### src/rtl/rsa_job_arbiter_if.sv
// Request, result and rsa_unit-side signals of the job arbiter, bundled for port connection.
// slave is the arbiter's view; master is the requester/unit side driving the job inputs.
interface rsa_job_arbiter_if #(
  parameter int WIDTH = 8
);
  logic               ena;
  logic [1:0]         req_valid;
  logic [1:0]         req_ready;
  logic [4*WIDTH-1:0] req0_ops;
  logic [4*WIDTH-1:0] req1_ops;
  logic [1:0]         abort;
  logic [1:0]         irq_clr;

  logic               rsa_en;
  logic               rsa_rstb;
  logic [WIDTH-1:0]   rsa_p;
  logic [WIDTH-1:0]   rsa_e;
  logic [WIDTH-1:0]   rsa_m;
  logic [WIDTH-1:0]   rsa_const;
  logic               rsa_eoc;
  logic [WIDTH-1:0]   rsa_c;

  logic [WIDTH-1:0]   res_c;
  logic               res_owner;
  logic [1:0]         res_status;
  logic [1:0]         irq;
  logic               busy;

  modport slave (
    input  ena, req_valid, req0_ops, req1_ops, abort, irq_clr, rsa_eoc, rsa_c,
    output req_ready, rsa_en, rsa_rstb, rsa_p, rsa_e, rsa_m, rsa_const,
           res_c, res_owner, res_status, irq, busy
  );

  modport master (
    output ena, req_valid, req0_ops, req1_ops, abort, irq_clr, rsa_eoc, rsa_c,
    input  req_ready, rsa_en, rsa_rstb, rsa_p, rsa_e, rsa_m, rsa_const,
           res_c, res_owner, res_status, irq, busy
  );
endinterface

### src/rtl/rsa_job_arbiter.sv
// Round-robin owner of the shared rsa_unit: grant in IDLE, LOAD 1 cycle, RUN under watchdog, FLUSH 1 cycle.
// Result/status/irq appear in FLUSH (cycle after exit); req_ready is offered only in IDLE with ena high.
module rsa_job_arbiter #(
  parameter int WIDTH   = 8,
  parameter int TIMEOUT = 1023
) (
  input logic              clk,
  input logic              rstb,
  rsa_job_arbiter_if.slave bus
);
  localparam int TW = (TIMEOUT > 2) ? $clog2(TIMEOUT) : 1;
  localparam logic [TW-1:0] TIMER_LAST = TW'(TIMEOUT - 1);

  localparam logic [1:0] ST_NONE    = 2'b00;
  localparam logic [1:0] ST_DONE    = 2'b01;
  localparam logic [1:0] ST_ABORT   = 2'b10;
  localparam logic [1:0] ST_TIMEOUT = 2'b11;

  typedef enum logic [1:0] {IDLE, LOAD, RUN, FLUSH} state_t;

  typedef struct packed {
    logic [WIDTH-1:0] p;
    logic [WIDTH-1:0] e;
    logic [WIDTH-1:0] m;
    logic [WIDTH-1:0] cst;
  } ops_t;

  state_t           state;
  state_t           state_nxt;
  logic             owner;
  logic             last_owner;
  logic [TW-1:0]    timer;
  ops_t             ops_q;
  logic [WIDTH-1:0] res_c_q;
  logic             res_owner_q;
  logic [1:0]       res_status_q;
  logic [1:0]       irq_q;

  logic             grant_vld;
  logic             winner;
  logic [1:0]       ready;
  ops_t             win_ops;
  logic             own_abort;
  logic             timeout_hit;
  logic             job_end;
  logic [1:0]       end_status;
  logic [1:0]       irq_set;

  // Arbitration: a lone request wins; on a tie the requester that did not own the last job wins.
  always_comb begin
    grant_vld = 1'b0;
    winner    = 1'b0;
    if (state == IDLE && bus.ena) begin
      case (bus.req_valid)
        2'b01:   begin grant_vld = 1'b1; winner = 1'b0;        end
        2'b10:   begin grant_vld = 1'b1; winner = 1'b1;        end
        2'b11:   begin grant_vld = 1'b1; winner = ~last_owner; end
        default: begin grant_vld = 1'b0; winner = 1'b0;        end
      endcase
    end
    ready   = grant_vld ? (winner ? 2'b10 : 2'b01) : 2'b00;
    win_ops = winner ? ops_t'(bus.req1_ops) : ops_t'(bus.req0_ops);
  end

  // RUN exit with priority abort > eoc > timeout; abort from the non-owner is not looked at.
  always_comb begin
    own_abort   = bus.abort[owner];
    timeout_hit = (timer == TIMER_LAST);
    job_end     = (state == RUN) && (own_abort || bus.rsa_eoc || timeout_hit);
    if (own_abort)        end_status = ST_ABORT;
    else if (bus.rsa_eoc) end_status = ST_DONE;
    else                  end_status = ST_TIMEOUT;
    irq_set = job_end ? (owner ? 2'b10 : 2'b01) : 2'b00;
  end

  always_comb begin
    state_nxt = state;
    case (state)
      IDLE:    if (grant_vld) state_nxt = LOAD;
      LOAD:    state_nxt = RUN;
      RUN:     if (job_end) state_nxt = FLUSH;
      FLUSH:   state_nxt = IDLE;
      default: state_nxt = IDLE;
    endcase
  end

  always_ff @(posedge clk or negedge rstb) begin
    if (!rstb) state <= IDLE;
    else       state <= state_nxt;
  end

  always_ff @(posedge clk or negedge rstb) begin
    if (!rstb) begin
      owner      <= 1'b0;
      last_owner <= 1'b1;
      ops_q      <= '0;
    end else if (grant_vld) begin
      owner      <= winner;
      last_owner <= winner;
      ops_q      <= win_ops;
    end
  end

  // Saturates at the last count so a stuck RUN can never wrap the watchdog.
  always_ff @(posedge clk or negedge rstb) begin
    if (!rstb)                                 timer <= '0;
    else if (state == LOAD)                    timer <= '0;
    else if (state == RUN && !timeout_hit)     timer <= timer + TW'(1);
  end

  always_ff @(posedge clk or negedge rstb) begin
    if (!rstb) begin
      res_c_q      <= '0;
      res_owner_q  <= 1'b0;
      res_status_q <= ST_NONE;
    end else if (job_end) begin
      res_owner_q  <= owner;
      res_status_q <= end_status;
      if (end_status == ST_DONE) res_c_q <= bus.rsa_c;
    end
  end

  // Set beats a same-cycle clear.
  always_ff @(posedge clk or negedge rstb) begin
    if (!rstb) irq_q <= 2'b00;
    else       irq_q <= (irq_q & ~bus.irq_clr) | irq_set;
  end

  assign bus.req_ready  = ready;
  assign bus.rsa_en     = (state == RUN);
  assign bus.rsa_rstb   = (state == LOAD) || (state == RUN);
  assign bus.busy       = (state != IDLE);
  assign bus.rsa_p      = ops_q.p;
  assign bus.rsa_e      = ops_q.e;
  assign bus.rsa_m      = ops_q.m;
  assign bus.rsa_const  = ops_q.cst;
  assign bus.res_c      = res_c_q;
  assign bus.res_owner  = res_owner_q;
  assign bus.res_status = res_status_q;
  assign bus.irq        = irq_q;
endmodule

### src/flat_wrapper.sv
// flat-port wrapper written by rule: the top's interface ports become plain ports
module rsa_job_arbiter_flat 
#(
  parameter int WIDTH   = 8,
  parameter int TIMEOUT = 1023
)
  (clk, rstb, bus_ena, bus_req_valid, bus_req0_ops, bus_req1_ops, bus_abort, bus_irq_clr, bus_rsa_eoc, bus_rsa_c, bus_req_ready, bus_rsa_en, bus_rsa_rstb, bus_rsa_p, bus_rsa_e, bus_rsa_m, bus_rsa_const, bus_res_c, bus_res_owner, bus_res_status, bus_irq, bus_busy);
  rsa_job_arbiter_if #(.WIDTH(WIDTH)) bus_i ();
  input logic clk;
  input logic rstb;
  input wire logic [$bits(bus_i.ena)-1:0] bus_ena;
  input wire logic [$bits(bus_i.req_valid)-1:0] bus_req_valid;
  input wire logic [$bits(bus_i.req0_ops)-1:0] bus_req0_ops;
  input wire logic [$bits(bus_i.req1_ops)-1:0] bus_req1_ops;
  input wire logic [$bits(bus_i.abort)-1:0] bus_abort;
  input wire logic [$bits(bus_i.irq_clr)-1:0] bus_irq_clr;
  input wire logic [$bits(bus_i.rsa_eoc)-1:0] bus_rsa_eoc;
  input wire logic [$bits(bus_i.rsa_c)-1:0] bus_rsa_c;
  output wire logic [$bits(bus_i.req_ready)-1:0] bus_req_ready;
  output wire logic [$bits(bus_i.rsa_en)-1:0] bus_rsa_en;
  output wire logic [$bits(bus_i.rsa_rstb)-1:0] bus_rsa_rstb;
  output wire logic [$bits(bus_i.rsa_p)-1:0] bus_rsa_p;
  output wire logic [$bits(bus_i.rsa_e)-1:0] bus_rsa_e;
  output wire logic [$bits(bus_i.rsa_m)-1:0] bus_rsa_m;
  output wire logic [$bits(bus_i.rsa_const)-1:0] bus_rsa_const;
  output wire logic [$bits(bus_i.res_c)-1:0] bus_res_c;
  output wire logic [$bits(bus_i.res_owner)-1:0] bus_res_owner;
  output wire logic [$bits(bus_i.res_status)-1:0] bus_res_status;
  output wire logic [$bits(bus_i.irq)-1:0] bus_irq;
  output wire logic [$bits(bus_i.busy)-1:0] bus_busy;
  assign bus_i.ena = bus_ena;
  assign bus_i.req_valid = bus_req_valid;
  assign bus_i.req0_ops = bus_req0_ops;
  assign bus_i.req1_ops = bus_req1_ops;
  assign bus_i.abort = bus_abort;
  assign bus_i.irq_clr = bus_irq_clr;
  assign bus_i.rsa_eoc = bus_rsa_eoc;
  assign bus_i.rsa_c = bus_rsa_c;
  assign bus_req_ready = bus_i.req_ready;
  assign bus_rsa_en = bus_i.rsa_en;
  assign bus_rsa_rstb = bus_i.rsa_rstb;
  assign bus_rsa_p = bus_i.rsa_p;
  assign bus_rsa_e = bus_i.rsa_e;
  assign bus_rsa_m = bus_i.rsa_m;
  assign bus_rsa_const = bus_i.rsa_const;
  assign bus_res_c = bus_i.res_c;
  assign bus_res_owner = bus_i.res_owner;
  assign bus_res_status = bus_i.res_status;
  assign bus_irq = bus_i.irq;
  assign bus_busy = bus_i.busy;
  rsa_job_arbiter #(.WIDTH(WIDTH), .TIMEOUT(TIMEOUT)) u_core (.clk(clk), .rstb(rstb), .bus(bus_i));
endmodule
### config.mk
export PLATFORM = sky130hd
export DESIGN_NAME = rsa_job_arbiter_flat
export DESIGN_NICKNAME = d
export VERILOG_FILES = /design/src/rtl/rsa_job_arbiter_if.sv /design/src/rtl/rsa_job_arbiter.sv /design/src/flat_wrapper.sv
export SDC_FILE = /design/constraint.sdc
export NUM_CORES = 1
export LEC_CHECK = 0
export ABC_AREA = 1
export BUFFER_PORTS_ARGS = -buffer_cell sky130_fd_sc_hd__buf_4
export CAP_MARGIN = 20
export CORE_MARGIN = 5
export CORE_UTILIZATION = 46
export CTS_CLUSTER_DIAMETER = 80
export CTS_CLUSTER_SIZE = 12
export DETAILED_ROUTE_END_ITERATION = 12
export PLACE_DENSITY = 0.8
export SYNTH_ARGS = -nofsm -noshare
export SYNTH_HDL_FRONTEND = slang
export SYNTH_SLANG_ARGS = --single-unit
### constraint.sdc
create_clock -name clk -period 2.05 [get_ports clk]
set_clock_uncertainty 0.1 [all_clocks]
set_input_delay 0.3075 -clock clk [delete_from_list [all_inputs] [get_ports clk]]
set_output_delay 0.3075 -clock clk [all_outputs]
set_load 0.005 [all_outputs]
After elaboration in Yosys (flattened, before gate mapping)
Cells that the tools add are included.
Storage, ports and cells
  register bits: 59
  bits in latches: 0
  memory bits (writable): 0
  memory bits (read-only): 0
  bits of input ports: 82
  output and inout bits: 50
  logic and storage cells: 59
  memories: 0
Cells by class
  add/sub/neg operators: 1
  $mul: 0
  divide/modulo/power cells: 0
  $lt $le $gt $ge: 1
  equality and inequality tests: 10
  shift-type cells: 0
  multiplexer cells: 18
  bitwise logic cells: 4
  reduce and logical (&&, ||, !) cells: 13
Operators with widths (number)
  $mux W32: 1
  $mux W10: 2
  $mux W2: 8
  $add A10 B1 Y10 const B: 1
  $eq A10 B10 Y1 const B: 1
  $eq A2 B2 Y1 const B: 4
  $pmux W2 S4: 1
  $eq A2 B1 Y1 const B: 3
  $mux W1: 5
  $ne A2 B1 Y1 const B: 2
  $reduce_and A2 Y1: 2
  $reduce_bool A2 Y1: 2
  $logic_and A1 B1 Y1: 3
  $logic_or A1 B1 Y1: 3
  $reduce_or A3 Y1: 1
  $and A2 B2 Y2: 1
  $logic_not A2 Y1: 1
  $lt A1 B2 Y1 const B: 1
  $not A2 Y2: 1
  $or A2 B2 Y2: 1
  $pmux W1 S2: 1
  $logic_not A1 Y1: 1
  $not A1 Y1: 1

Logic depth before layout (Yosys ltp)
Gate-level depths: netlist of run 1.
  word-level depth: 7
  mapped depth: 11
  mapped depth without buffers: 10

Least setup slack after synthesis of run 1
No wires, ideal clock.
  kind: register to output
  start point: register u_core.state[0]
  end point: output bus_req_ready[0]
  arrival: 1230 ps
  required time: 1642 ps
  slack: 412 ps
  cell stages (with the launch flop): 8
  path buffers: 1
  cell sequence: dfrtp_1 -> inv_1 -> ha_1 -> nand2_1 -> nor2_1 -> nand2_1 -> inv_1 -> buf_4
On the way
  cells in the longest elaborated chain, start to end: 5
  elaborated cells on any way between the ends: 6
  classes of those cells: mux (4); reduce/logical (2)
RTL lines
  from (decl): line rsa_job_arbiter.sv:28  | state_t state;
  from (signal assigned): line rsa_job_arbiter.sv:89  | else state <= state_nxt;
  $logic_not A2 Y1 (*): line rsa_job_arbiter.sv:53  | if (state == IDLE && bus.ena) begin
  $logic_and A1 B1 Y1 (*): line rsa_job_arbiter.sv:53
  $mux W1: line rsa_job_arbiter.sv:53
  $mux W2: line rsa_job_arbiter.sv:61  | ready = grant_vld ? (winner ? 2'b10 : 2'b01) : 2'b00;
  $mux W2 (*): line rsa_job_arbiter.sv:61
  to (decl): line flat_wrapper.sv:19  | output wire logic [$bits(bus_i.req_ready)-1:0] bus_req_ready;
Mark *: on every way between the ends. The rest lies on a longest branch, timed or not.

Worst setup path after layout of run 1
Same ends and word-level chain as after synthesis.

==> impl_metrics.py, run 1 <==
metrics = {
    "clocking": {
        "cts-root-buf": "clkbuf_8",
        "clock_latency_ns": 0.33,
        "clkSinkCount": 59,
        "cts_tree": "done",
        "htree_levels": 3,
        "clkTransAtPathRegs_ns": 0.07,
        "cts_buffers": 9,
        "cts_buffer_depth": 2,
    },
    "power": {
        "ir_worst_vdd_mv": 0.6761,
        "p_per_area_nw_per_um2": 1326,
        "p_leak_nw": 2.232,
        "power.total_mw": 5.465,
    },
    "timing": {
        "worstMarginPinSlew_ns": 0.7466,
        "period_share_pct": 93.10,
        "period_minus_slack_ns": 1.908,
        "setup_tns_ns": 0,
        "slew_viol_final": 0,
        "fin_ws_ns": 0.1415,
        "final-setup-viol-count": 0,
        "rsz0062_at_grt": "false",
        "slew_headroom_pct": 50.23,
        "hold_violations": 0,
        "fmax_ghz": 0.5240,
    },
    "cells_and_area": {
        "antenna_cells": 0,
        "nets": 577,
        "stdcell_count": 569,
        "fillerInstances": 490,
        "drive_gt1_share_pct": 35.02,
        "syn_to_final_growth_pct": 48.49,
    },
    "routing": {
        "first_pass_iters": 6,
        "drc": 0,
        "vias": 2723,
        "drtIter0Drc": 76,
        "vias_per_cell": 4.786,
        "totalWireLength_um": 7867,
        "ant_nets": 0,
        "wire_per_inst_um": 13.83,
    },
    "floorplan": {
        "die_y_um": 87.69,
        "die_area_um2": 7690,
        "start_util_pct": 47.17,
        "io_pins": 132,
        "core_area_um2": 5886,
        "die_w_um": 87.69,
        "fp-row-count": 28,
    },
    "placed_design": {
        "dp_cells": 550,
        "gp_congestion": 0.8070,
        "hpwlAfterDp_um": 5804,
        "place_ws_ns": 0.2840,
        "numPortBuffers": 131,
    },
    "critical_path": {
        "crit_arrival_ns": 1.50,
        "cp_slowest_cell": "dfrtp_1",
        "slowest_delay_ns": 0.41,
        "crit_path_end_kind": "primary output",
        "endpoint": "bus_req_ready[0]",
        "reg2reg_slack_ns": 0.30,
        "worst-path-max-fanout": 4,
        "critPathLaunchType": "register",
        "r2r-start": "u_core.state[0]",
        "cp_cell_sequence": "inv_2, ha_4, nand2_2, inv_1, nand3_2, nand2_1, inv_2, buf_4",
        "crit_top_cell": "inv_2",
        "reg2reg_to": "u_core.timer[0]",
        "required_ns": 1.64,
        "crit_start": "u_core.state[0]",
        "critPathKind": "reg2out",
        "worstRegToRegCells": 6,
    },
    "run_status": {
        "status": "finished, final reports clean",
    },
    "grt": {
        "grt_pass1_wl_um": 12790,
        "grt_use_total_pct": 21.30,
        "antenna_found_initial": 0,
        "grt_max_degree": 60,
        "grt_overflow": 0,
        "grt_pass1_vias": 2730,
    },
    "synthesis": {
        "syn_avg_cell_area_um2": 7.955,
        "synth_nets": 437,
        "synth.cell_area_um2": 2776,
        "netlist_instances": 349,
        "synth-seq-cells": 59,
        "synth_warnings": 0,
        "seq_area_frac_synth_pct": 53.22,
        "yosys.cell_types.count": 24,
    },
    "flow_run": {
        "max-cap-violations": 0,
    },
    "min_path": {
        "holdCritPathClass": "in2reg",
    },
}
cell usage after synthesis, drive strengths merged:
cell      n  area [µm²]
o21ai     8       47.55
nand3    45       225.2
nor2     14       57.55
nand4     4       31.28
dfstp     1       26.28
xnor2     3       26.28
dfrtp    58        1451
o22ai     1       6.260
nand2   174       663.1
xor2      2       17.52
clkbuf    3       11.26
buf       7       48.79
inv      19       71.31
ha        6       75.07
clkinv    3       12.51
a21oi     1       5.000
logic make-up (layout without fill, tap and decap cells):
group / Yosys count / after routing / share of synthesized area (%)
AOI/OAI and AO/OA: 10 / 10 / 2.118
xor gates and xnor gates: 5 / 5 / 1.578
adders and majority gates: 6 / 6 / 2.704
buffers and inverters: 32 / 177 / 5.182
DFF: 59 / 59 / 53.22
and+or+nand+nor: 237 / 237 / 35.20
sequential cells by signal, indices dropped and copies added, names as in the netlist:
name,cells
u_core.bus.rsa_p,8
u_core.bus.rsa_const,8
u_core.timer,10
u_core.state,2
u_core.bus.irq,2
u_core.last_owner,1
u_core.bus.rsa_e,8
u_core.owner,1
u_core.bus.res_owner,1
u_core.bus.rsa_m,8
u_core.bus.res_status,2
u_core.bus.res_c,8
critical path, delay by kind of cell (launching register included):
family / cells / cell delay (ns)
and+or+nand+nor: 3 / 0.25
adders and majority gates: 1 / 0.15
DFF: 1 / 0.41
buffers and inverters: 4 / 0.37
how the worst min path moves through the flow:
stage	cells after the start	slack, ns	endpoint	startpoint
after floorplan	0	-0.09	u_core.bus.irq[0]	rstb
after global placement	1	0.32	u_core.timer[5]	rstb
after detailed placement	1	0.33	u_core.timer[5]	rstb
after CTS	2	0.05	u_core.bus.irq[0]	bus_irq_clr[0]
after global routing	2	0.06	u_core.bus.irq[0]	bus_irq_clr[0]
final	2	0.07	u_core.bus.irq[1]	bus_irq_clr[1]
layout make-up:
type,count,area [µm²],share of cell area [%]
well taps,75,93.84,2.276
multi-input cells,258,1182,28.68
flip-flops and latches,59,1478,35.84
clock inverters,5,75.07,1.821
inverters,22,83.83,2.033
repair buffers,139,1059,25.68
clock buffers,11,151.4,3.672
what timing repair did:
action,CTS,global route
endpoints found under the setup margin,1,2
hold buffers,1,0
setup buffers,0,2
hold endpoints to repair,58,0
gates resized for setup,3,6
cell usage in the layout (no fill, tap or decap), types with 3 or more instances in the layout:
cell	instances
buf_4	137
clkbuf_8	11
clkinv_2	4
dfrtp_1	58
ha_1	5
inv_1	15
inv_2	4
nand2_1	169
nand2_2	5
nand3_1	44
nand4_1	3
nor2_1	11
o21ai_0	6
xnor2_1	3
power by group:
group / internal, mW / switching (mW) / leakage, nW
logic: 1.16 / 1.09 / 1.38
registers: 1.67 / 0.333 / 0.734
clock network: 0.745 / 0.465 / 0.119
total: 3.57 / 1.89 / 2.23
layer usage:
metal | global-route usage (%) | vias to the layer above | share of wire [%]
met3 | 7.808 | 11 | 9.2
li1 | - | 1371 | -
met4 | 6.695 | 0 | 1.3
met5 | 0 | - | 0
met1 | 26.65 | 1240 | 41
met2 | 34.45 | 101 | 49
through the flow:
step	hold slack [ns]	utilization, %	instance area, µm²
after floorplan	-0.08809	-	2776
after CTS	0.05284	69.41	4085
after global routing	0.05707	70.05	4123
after detailed placement	0.3284	65.31	3844
final	0.06619	70.05	4123
after global placement	0.3199	65.31	3844
No activity file was read; power rests on OpenSTA's default activity.
==> run 2: changes to the inputs <==
RECOVER_POWER = 100   (was unset)
==> run 2 against run 1 <==
First-iteration DRC count is 3.9% lower. Global-route usage stayed put. Sequential power hardly changed. Hold slack worse by 0.0017 ns. Highest routed layer unchanged. Maximum frequency is 1.2% higher. Cell area is 1.2% lower. Count of clock-buffer cells in the layout stayed put. Register-to-register slack worse by 0.11 ns. Routed wire length is 0.11% higher. Sequential cell count stayed put. Combinational power is 5% lower. Non-clock buffer count stayed put.
==> impl_metrics.py, run 2 (same netlist as run 1, synthesis figures left out) <==
metrics = {
    "clocking": {
        "cts_tree": "done",
        "clkSinkCount": 59,
        "cts_buffer_depth": 2,
        "cts-root-buf": "clkbuf_8",
        "cts_buffers": 9,
        "clock_latency_ns": 0.33,
        "htree_levels": 3,
        "clkTransAtPathRegs_ns": 0.07,
    },
    "critical_path": {
        "crit_top_cell": "inv_2",
        "slowest_delay_ns": 0.41,
        "worst-path-max-fanout": 3,
        "reg2reg_slack_ns": 0.19,
        "required_ns": 1.64,
        "critPathLaunchType": "register",
        "crit_arrival_ns": 1.48,
        "critPathKind": "reg2out",
        "crit_path_end_kind": "primary output",
        "cp_cell_sequence": "inv_2, ha_4, nand2_2, nor2_4, nand2_1, inv_2, clkbuf_1",
        "cp_slowest_cell": "dfrtp_1",
    },
    "timing": {
        "hold_violations": 0,
        "setup_tns_ns": 0,
        "slew_headroom_pct": 12.30,
        "worstMarginPinSlew_ns": 1.315,
        "final-setup-viol-count": 0,
        "slew_viol_final": 0,
        "fin_ws_ns": 0.1649,
        "rsz0062_at_grt": "false",
        "period_minus_slack_ns": 1.885,
        "fmax_ghz": 0.5305,
        "period_share_pct": 91.95,
    },
    "flow_run": {
        "max-cap-violations": 0,
    },
    "cells_and_area": {
        "largest_reg_flops": 10,
        "largest_register": "u_core.timer",
        "final_cell_mix": "169 x nand2_1, 87 x buf_4, 58 x dfrtp_1, 44 x nand3_1, 39 x clkbuf_4",
        "antenna_cells": 0,
        "post-route-util_pct": 69.22,
        "final_common_cell": "nand2_1",
        "syn_to_final_growth_pct": 46.73,
        "nets": 577,
        "drive_gt1_share_pct": 32.39,
    },
    "floorplan": {
        "die_y_um": 87.69,
        "die_w_um": 87.69,
        "die_area_um2": 7690,
        "start_util_pct": 47.17,
        "io_pins": 132,
        "fp-row-count": 28,
        "core_area_um2": 5886,
    },
    "grt": {
        "antenna_found_initial": 0,
        "grt_pass1_vias": 2730,
        "grt_max_degree": 60,
        "grt_overflow": 0,
        "grt_pass1_wl_um": 12790,
        "grt_use_total_pct": 21.30,
    },
    "routing": {
        "ant_nets": 0,
        "drtIter0Drc": 73,
        "totalWireLength_um": 7876,
        "first_pass_iters": 4,
        "vias_per_cell": 4.794,
        "vias": 2728,
        "drc": 0,
        "wire_per_inst_um": 13.84,
    },
    "placed_design": {
        "hpwlAfterDp_um": 5804,
        "place_ws_ns": 0.2840,
        "numPortBuffers": 131,
        "gp_congestion": 0.8070,
    },
    "power": {
        "power.total_mw": 5.340,
        "p_leak_nw": 2.177,
        "ir_worst_vdd_mv": 0.6641,
        "p_per_area_nw_per_um2": 1311,
    },
    "run_status": {
        "status": "finished, final reports clean",
    },
    "min_path": {
        "holdCritPathClass": "in2reg",
    },
}
[run 2: changes by cell type in the layout (fill, tap and decap cells not counted), moves of 2 or more]
cell and delta:
buf_4 -50, clkbuf_4 +39, clkbuf_1 +9, inv_1 +2
[run 2: worst paths after layout]
check                                   from                       end  cells after the start
hold reg to reg            u_core.last_owner         u_core.last_owner                      2
setup / recovery             u_core.state[0]          bus_req_ready[0]                      7
hold / removal                bus_irq_clr[1]         u_core.bus.irq[1]                      2
setup reg to reg             u_core.state[0]       u_core.bus.rsa_m[1]                      8
min in group asynchronous               rstb           u_core.timer[7]                      2
max in group asynchronous               rstb  u_core.bus.res_status[1]                      2
[run 2: layer usage]
layer  up-vias  track usage, %  routed length [µm]
met5         -               0                   0
met4         0           6.695                 116
met3        14           7.808                 724
met2       112           34.45                3839
met1      1231           26.65                3195
li1       1371               -                   -
[run 2: stage by stage]
step	hold slack [ns]	area, µm²	instances
floorplan	-0.08809	2776	349
global placement	0.3199	3844	550
detailed placement	0.3284	3844	550
CTS	0.05284	4085	567
global route	0.05707	4074	569
finish	0.06447	4074	569
[run 2: final cells by class]
type                            count  area [µm²]
Fill cell                         509        1812
Sequential cell                    59        1478
Multi-Input combinational cell    258        1174
Timing Repair Buffer              139        1020
Clock buffer                       11       151.4
Tap cell                           75       93.84
Inverter                           22       82.58
Clock inverter                      5       75.07
[run 2: critical path, delay by kind of cell, from the launching register on]
family	cells	cell delay [ns]
adder cells (fa/ha/maj)	1	0.15
buffers and inverters	3	0.32
flip-flops	1	0.41
AND/OR/NAND/NOR	3	0.26
[run 2: repair_timing]
action / CTS / global route
buffers inserted: 0 / 2
gates resized for setup: 3 / 6
endpoints found under the setup margin: 1 / 2
hold buffers: 1 / 0
pin swaps: 0 / 0
endpoints found under the hold margin: 58 / 0
[run 2: report_power, final]
group | internal, mW | switching (mW)
Clock | 0.745 | 0.467
Combinational | 1.05 | 1.09
Sequential | 1.67 | 0.319
Total | 3.47 | 1.87
